===== src/rtl/acc_lane.sv =====
// acc_lane: multi-lane unary product accumulator for a systolic PE.
// Popcount stage feeds a signed accumulator with partial-sum fold-in.
module acc_lane #(
  parameter int WIDTH   = 24,
  parameter int LANES   = 4,
  parameter bit BIPOLAR = 1'b0,
  parameter bit SAT     = 1'b1
) (
  input  logic             clk,
  input  logic             rst,
  input  logic             en,
  input  logic             clr,
  input  logic             mac_done,
  input  logic [LANES-1:0] prod_bits,
  input  logic [WIDTH-1:0] sum_i,
  output logic [WIDTH-1:0] sum_o,
  output logic             sum_valid,
  output logic             ovf
);

  localparam int CW = WIDTH + 1;
  localparam int SW = WIDTH + 2;

  localparam logic signed [SW-1:0] MAXV =
    {3'b000, {(WIDTH-1){1'b1}}};
  localparam logic signed [SW-1:0] MINV =
    {3'b111, {(WIDTH-1){1'b0}}};

  typedef enum logic [1:0] {
    S_IDLE,
    S_ACC,
    S_DONE
  } state_t;

  state_t r_state;
  state_t w_state_nxt;

  logic signed [CW-1:0] r_pc;
  logic                 r_pv;
  logic [WIDTH-1:0]     r_sum;
  logic                 r_ovf;

  logic signed [CW-1:0] w_c;
  logic                 w_adv;
  logic                 w_fold;
  logic signed [SW-1:0] w_pc_ext;
  logic signed [SW-1:0] w_si_ext;
  logic signed [SW-1:0] w_sum_wide;
  logic                 w_hi;
  logic                 w_lo;
  logic [WIDTH-1:0]     w_sum_nxt;

  always_comb begin
    w_c = '0;
    for (int i = 0; i < LANES; i++) begin
      w_c = w_c + CW'(prod_bits[i]);
    end
    if (BIPOLAR) begin
      w_c = (w_c <<< 1) - CW'(LANES);
    end
  end

  // DONE freezes the lane until clr; en=0 freezes everything.
  assign w_adv  = en && (r_state != S_DONE);
  assign w_fold = w_adv && mac_done;

  assign w_pc_ext = r_pv ? SW'(r_pc) : '0;
  assign w_si_ext = w_fold ? SW'($signed(sum_i)) : '0;

  assign w_sum_wide = SW'($signed(r_sum))
                    + w_pc_ext
                    + w_si_ext;

  assign w_hi = (w_sum_wide > MAXV);
  assign w_lo = (w_sum_wide < MINV);

  always_comb begin
    w_sum_nxt = w_sum_wide[WIDTH-1:0];
    if (SAT && w_hi) begin
      w_sum_nxt = MAXV[WIDTH-1:0];
    end else if (SAT && w_lo) begin
      w_sum_nxt = MINV[WIDTH-1:0];
    end
  end

  always_ff @(posedge clk or posedge rst) begin
    if (rst) begin
      r_pc  <= '0;
      r_pv  <= 1'b0;
      r_sum <= '0;
      r_ovf <= 1'b0;
    end else if (clr) begin
      r_pc  <= '0;
      r_pv  <= 1'b0;
      r_sum <= '0;
      r_ovf <= 1'b0;
    end else if (w_adv) begin
      r_sum <= w_sum_nxt;
      r_ovf <= r_ovf | w_hi | w_lo;
      r_pv  <= !mac_done;
      if (!mac_done) begin
        r_pc <= w_c;
      end
    end
  end

  always_ff @(posedge clk or posedge rst) begin
    if (rst) begin
      r_state <= S_IDLE;
    end else begin
      r_state <= w_state_nxt;
    end
  end

  always_comb begin
    w_state_nxt = r_state;
    priority case (1'b1)
      clr:     w_state_nxt = S_IDLE;
      w_fold:  w_state_nxt = S_DONE;
      w_adv:   w_state_nxt = S_ACC;
      default: w_state_nxt = r_state;
    endcase
  end

  always_comb begin
    sum_valid = (r_state == S_DONE);
    sum_o     = r_sum;
    ovf       = r_ovf;
  end

endmodule


===== config.mk =====
export PLATFORM = sky130hd
export DESIGN_NAME = acc_lane
export DESIGN_NICKNAME = d
export VERILOG_FILES = /design/src/rtl/acc_lane.sv
export SDC_FILE = /design/constraint.sdc
export NUM_CORES = 1
export LEC_CHECK = 0
export CORE_ASPECT_RATIO = 1.1
export CORE_MARGIN = 2
export CORE_UTILIZATION = 40
export CTS_BUF_LIST = sky130_fd_sc_hd__clkbuf_4
export CTS_CLUSTER_SIZE = 40
export DETAILED_ROUTE_END_ITERATION = 10
export DONT_BUFFER_PORTS = 1
export HOLD_SLACK_MARGIN = 0.15
export MAX_ROUTING_LAYER = met4
export PLACE_DENSITY_LB_ADDON = 0.08
export SYNTH_ARGS = -nofsm -noshare
export SYNTH_HDL_FRONTEND = slang
export SYNTH_SLANG_ARGS = --single-unit

===== constraint.sdc =====
create_clock -name clk -period 3.6 [get_ports clk]
set_clock_uncertainty 0.05 [all_clocks]
set_input_delay 0.54 -clock clk [delete_from_list [all_inputs] [get_ports clk]]
set_output_delay 0.54 -clock clk [all_outputs]
set_load 0.02 [all_outputs]

### Word level (Yosys, flattened, before mapping)

Index checks and enable logic that the tools add are counted.

| cells by class | value |
|---|---|
| $add $sub $neg | 5 |
| $lt $le $gt $ge | 2 |
| eq/ne operators | 3 |
| multiplexer cells | 16 |
| bitwise operators | 2 |
| reduce and logical (&&, ||, !) cells | 6 |

Operators with widths:

| operator | number |
|---|---|
| two-way mux 24 bit | 4 |
| two-way mux 25 bit | 3 |
| two-way mux 26 bit | 2 |
| adder 24 x 26 -> 26 bit | 1 |
| adder 26 bit | 1 |
| greater-than comparator 26 x 24 -> 1 bit, second input constant | 1 |
| less-than comparator 26 x 24 -> 1 bit, second input constant | 1 |
| two-way mux 2 bit | 3 |
| adder 3 x 1 -> 4 bit | 1 |
| two-way mux 1 bit | 4 |
| inequality test 2 bit, second input constant | 2 |
| adder 2 x 1 -> 3 bit | 1 |
| nonzero test 3 bit | 1 |
| adder 1 x 1 -> 2 bit | 1 |
| equality test 2 bit, second input constant | 1 |
| logical AND 1 bit | 2 |
| bitwise OR 1 bit | 2 |
| AND reduction 2 bit | 1 |
| nonzero test 2 bit | 1 |
| zero test 1 bit | 1 |

| storage, ports and cells | value |
|---|---|
| register bits | 53 |
| input port bits | 33 |
| output and inout port bits | 26 |
| logic and storage cells | 39 |

### Logic depth before layout (Yosys ltp)

| depth | value |
|---|---|
| depth after elaboration | 10 |
| depth in mapped cells | 19 |
| gate-level depth less buffers | 16 |

### Worst setup path before layout

Ideal clock, no wire load.

| timing path | value |
|---|---|
| kind | input to register |
| start point | input port mac_done |
| end point | register r_ovf, in the netlist ovf |
| library setup time | 0.122 ns |
| data arrival time | 3.823 ns |
| required time | 3.428 ns |
| path slack | -0.395 ns |
| cell stages on the path | 16 |
| buffers on the path | 2 |
| path through | and3_1 > clkbuf_1 > clkbuf_1 > nand2_1 > fa_1 > inv_1 > ha_1 > inv_1 > fa_1 > nor2b_1 > o2111ai_1 > and4b_1 > o211ai_2 > a31o_1 > or3b_2 > a32o_1 |

| between the ends | value |
|---|---|
| cells in the longest elaborated chain, start to end | 8 |
| elaborated cells between the ends (all ways) | 9 |
| those cells by class | add/sub: 1; order compare: 2; mux: 3; bitwise: 2; reduce/logical: 1 |

Ends and longest elaborated chain:

| what | RTL line | RTL |
|---|---|---|
| start: declaration | 13 | `input logic mac_done,` |
| logical AND 1 bit (*) | 65 | `assign w_fold = w_adv && mac_done;` |
| two-way mux 26 bit (*) | 68 | `assign w_si_ext = w_fold ? SW'($signed(sum_i)) : '0;` |
| adder 26 bit (*) | 72 | `+ w_si_ext;` |
| greater-than comparator 26 x 24 -> 1 bit | 74 | `assign w_hi = (w_sum_wide > MAXV);` |
| bitwise OR 1 bit | 99 | `r_ovf <= r_ovf \| w_hi \| w_lo;` |
| bitwise OR 1 bit (*) | 99 |  |
| two-way mux 1 bit (*) | 97 | `end else if (w_adv) begin` |
| two-way mux 1 bit (*) | 92 | `end else if (clr) begin` |
| end signal: assignment | 99 |  |
| end: declaration | 41 | `logic r_ovf;` |

Every way passes the cells marked *; elsewhere a longest branch is shown, timed or not. The select of a mux whose other input is x is not followed.
A chain may end at the register's enable or synchronous reset.

### Worst setup path after layout

| timing path | value |
|---|---|
| start point | register r_state[1] |
| end point | register r_sum[9], in the netlist sum_o[9] |

| between the ends | value |
|---|---|
| cells in the longest elaborated chain, start to end | 10 |
| elaborated cells between the ends (all ways) | 12 |
| those cells by class | add/sub: 1; order compare: 2; eq/ne: 1; mux: 5; reduce/logical: 3 |

Ends and longest elaborated chain:

| what | RTL line | RTL |
|---|---|---|
| start: declaration | 35 | `state_t r_state;` |
| start signal: assignment | 111 | `r_state <= w_state_nxt;` |
| inequality test 2 bit (*) | 64 | `assign w_adv = en && (r_state != S_DONE);` |
| logical AND 1 bit (*) | 64 |  |
| logical AND 1 bit | 65 |  |
| two-way mux 26 bit | 68 |  |
| adder 26 bit | 72 |  |
| less-than comparator 26 x 24 -> 1 bit | 75 | `assign w_lo = (w_sum_wide < MINV);` |
| two-way mux 24 bit | 81 | `end else if (SAT && w_lo) begin` |
| two-way mux 24 bit | 79 | `if (SAT && w_hi) begin` |
| two-way mux 24 bit | 97 |  |
| two-way mux 24 bit | 92 |  |
| end signal: assignment | 98 | `r_sum <= w_sum_nxt;` |
| end: declaration | 40 | `logic [WIDTH-1:0] r_sum;` |

Marks and branches as above.

==> impl_results.md <==
* Status: complete, but fails checks
* Failing checks: setup timing
* Power Internal at 0.813 mW
* Slowest library cell on the worst path: fa_1
* Routing usage on met3 at 3.97%
* Pre-CTS setup slack at -250 ps
* Num ports at slightly below 60
* Vias in the first global route at 2790
* Sequential share of the synthesized area at 24.2%
* Switch share at between 40% and 50%
* Top FF cell, synth: dfrtp_1
* Tcrit/Tclk final at 104%
* Critical path startpoint category: flip-flop
* Sequential Power Share at 37.2%
* Global-route usage over all layers at about 20%
* Clock root cell: clkbuf_4
* Crit path top cell by count: inv_2
* CTS Buf Count at 5
* Fin crit period at 3760 ps
* Post-DP HPWL at 6.33 mm
* Cells after synthesis at 356
* Layout cell share with drive strength beyond 1 at a little over a quarter
* Crit path cell chain: nand2b_4 > and3_4 > nand2_2 > fa_1 > inv_2 > ha_4 > inv_2 > fa_2 > nor2b_4 > o2111ai_2 > and4b_1 > o211ai_2 > xnor2_2 > buf_4 > a31o_4 > a221o_1
* Grt peak-use layer: met2
* Reg clk slew, reported paths at 130 ps
* Max frequency at 0.266 GHz
* Post-synthesis cell type count at between 50 and 60
* Core Area at 7870 um^2
* FFs w/ async S/R, synth at between 90% and 100%
* Routing usage on met1 at 26.2%
* CP endpoint kind: flip-flop
* CTS tree: done
* DR vias/cell at roughly 5.4
* Max-slew headroom at 30.9%
* Met2 global-route usage at about 32%
* Pwr per Cell Area at 360 nW/um^2
* Fill count at around 770
* Clock Sinks at 31
* Multi-input gate area at about 2400 um^2
* R2R Path Start: r_state[1]
* Worst-Skew Late Latency at 350 ps
* Worst Tran Pin Value at 1030 ps
* HP Class: input pin to flip-flop
* Crit-path max FO at 6
* Mean post-synth cell area at approximately 9 um^2
* Placer Congestion at between 0.7 and 0.8
* Die Span Y at around 100 um
* Netlist Area Pre-Place at roughly 3200 um^2
* P&R area growth vs syn at 23.1%
* Synth warn at 0
* Register area at around 780 um^2
* Seq cells post-synth at 31
* Port Buffer Count at 0
* VDD IR max at 0.000187 V
* Required @ worst endpoint at 3800 ps
* Post-Route WL at 8.43 mm
* Critical Path AT at 3960 ps
* Max incr delay on CP at ~450 ps
* Most frequent cells in the layout: buf_4 (62), ha_1 (45), and2_1 (31), dfrtp_1 (31), nor2_1 (28)
* Worst R2R Setup Slack at -160 ps
* Final net count at 499
* First-pass GRT wire length at about 14 mm
* Die ar. at approximately 9000 um^2
* CP endpoint: sum_o[9]
* Die W at 89.4 um
* EDFF count, synth at 0
* Worst Setup SP: r_state[1]
* Final WS setup at -160 ps
* Comb power frac at 47.0%
* Clk buf depth at 2
* Final setup fails at 23
* Drt pass-1 iters at 4
* Max-cap violations at 0
* DR WL/cell at 16.1 um
* Htree depth at 2
* Detailed router's first-iteration violation count at 74
* Fin Setup TNS at -2760 ps
* Largest net degree at the start of global routing at 24
* Crit path depth at 16
* Via Count at 2832
* Worst reg2reg path depth at 16
* Unrepaired setup endpoints after global routing: yes
* Proportion of power drawn by the clock network at 15.8%
* Total gr overflow at 0
* Final Max Tran Viols at 0
* Buf+Inv Stages, Crit Path at 3
* Leak pwr at 1.98 nW
* Worst R2R End: sum_o[9]
* Commonest non-fill, non-tap cell in the layout: buf_4
* Critical path class: flip-flop to flip-flop
* Post-Syn Nets at 441
* Cell family with most CP delay: compound AO/OA/AOI/OAI gates
* Antenna Nets Post-Route at 0
* Starting density of the core at 40.8%
* FP Rows at 34
* Initial antenna violation count at 0
* Hold Vio Cnt, Final at 0
* Total inserted antenna cells at 0
* Remaining DRCs at 0
* Switching pwr at ~0.6 mW
-- timing repair --
| item | 4_1_cts | 5_1_grt |
|---|---|---|
| setup endpoints to repair | 24 | 24 |
| pin swaps | 10 | 11 |
| hold buffers | 0 | 1 |
| gates resized for setup | 10 | 16 |
| buffers inserted | 4 | 4 |
| hold endpoints to repair | 0 | 1 |
| gates cloned | 1 | 2 |
-- synthesized netlist by cell type, types with 2 or more instances --
cell	count	area share [%]
ha_1	47	18
and2_1	31	6.0
dfrtp_1	31	24
nor2_1	28	3.3
nand2_1	25	2.9
a21oi_1	21	3.3
a221o_1	18	5.6
inv_1	16	1.9
o21ai_0	15	2.3
xnor2_1	14	3.8
a21o_1	9	2.1
nor3_1	9	1.4
clkbuf_1	8	0.94
nand3_1	6	0.94
fa_1	5	3.1
nor2b_1	5	0.97
a211oi_1	4	0.94
buf_6	4	1.4
xor2_1	4	1.1
a221o_2	3	1.1
a2bb2oi_1	3	0.82
buf_4	3	0.70
o21a_1	3	0.70
o21bai_1	3	0.70
a211oi_2	2	0.78
a31oi_1	2	0.39
nand2b_1	2	0.39
nand4_1	2	0.39
o211a_1	2	0.62
o211ai_1	2	0.47
o211ai_2	2	0.78
or3b_2	2	0.55
-- flip-flops by register name (all words and copies together) (netlist names) --
register	flops
ovf	1
r_pc	3
r_pv	1
r_state	2
sum_o	24
-- final cells by class --
cell class,count,area share (%)
Timing Repair Buffer,66,12.9
Sequential cell,31,19.6
Multi-Input combinational cell,294,61.1
Tap cell,108,3.42
Clock buffer,5,0.950
Clock inverter,3,0.507
Inverter,16,1.52
-- layer usage --
metal,up-vias,part of all wire [%]
li1,1429,-
met3,6,3.4
met4,0,0.85
met2,52,49
met5,-,0
met1,1345,46
-- kinds of logic after synthesis --
family	Yosys count	synth area share [%]
DFF	31	24.2
adders and majority gates	52	21.4
muxes	1	0.312
xor gates and xnor gates	18	4.91
buffers and inverters	33	5.34
and+or+nand+nor	119	19.1
AOI/OAI and AO/OA	102	24.7
-- worst min-delay path by stage --
| stage | from | endpoint | slack [ps] | depth (start not counted) |
|---|---|---|---|---|
| 3_3_place_gp | r_pc[2] | r_pc[2] | 490 | 2 |
| 6_report | clr | r_pc[0] | 180 | 1 |
| 5_1_grt | clr | r_state[1] | 150 | 1 |
| 3_5_place_dp | r_pc[2] | r_pc[2] | 480 | 2 |
| 2_1_floorplan | r_pc[0] | r_pc[0] | 460 | 2 |
| 4_1_cts | clr | sum_o[23] | 170 | 1 |
-- power groups by stage --
stage          Sequential, mW  Combinational (mW)  Clock (mW)
6_report                0.529               0.668       0.224
5_1_grt                 0.538               0.747       0.249
4_1_cts                 0.530               0.641       0.237
3_5_place_dp            0.537               0.616           0
3_3_place_gp            0.538               0.613           0
2_1_floorplan           0.524               0.436           0
-- stage by stage --
step / hold slack (ps) / power, mW / instance area [um^2] / cells / utilization (%)
2_1_floorplan: 461 / 0.960 / 3250 / 356 / -
3_3_place_gp: 487 / 1.15 / 3670 / 503 / 46.7
3_5_place_dp: 482 / 1.15 / 3670 / 503 / 46.7
4_1_cts: 170 / 1.41 / 3820 / 516 / 48.5
5_1_grt: 150 / 1.53 / 3950 / 523 / 50.2
6_report: 178 / 1.42 / 3950 / 523 / 50.2
(Power assumes the default switching activity.)
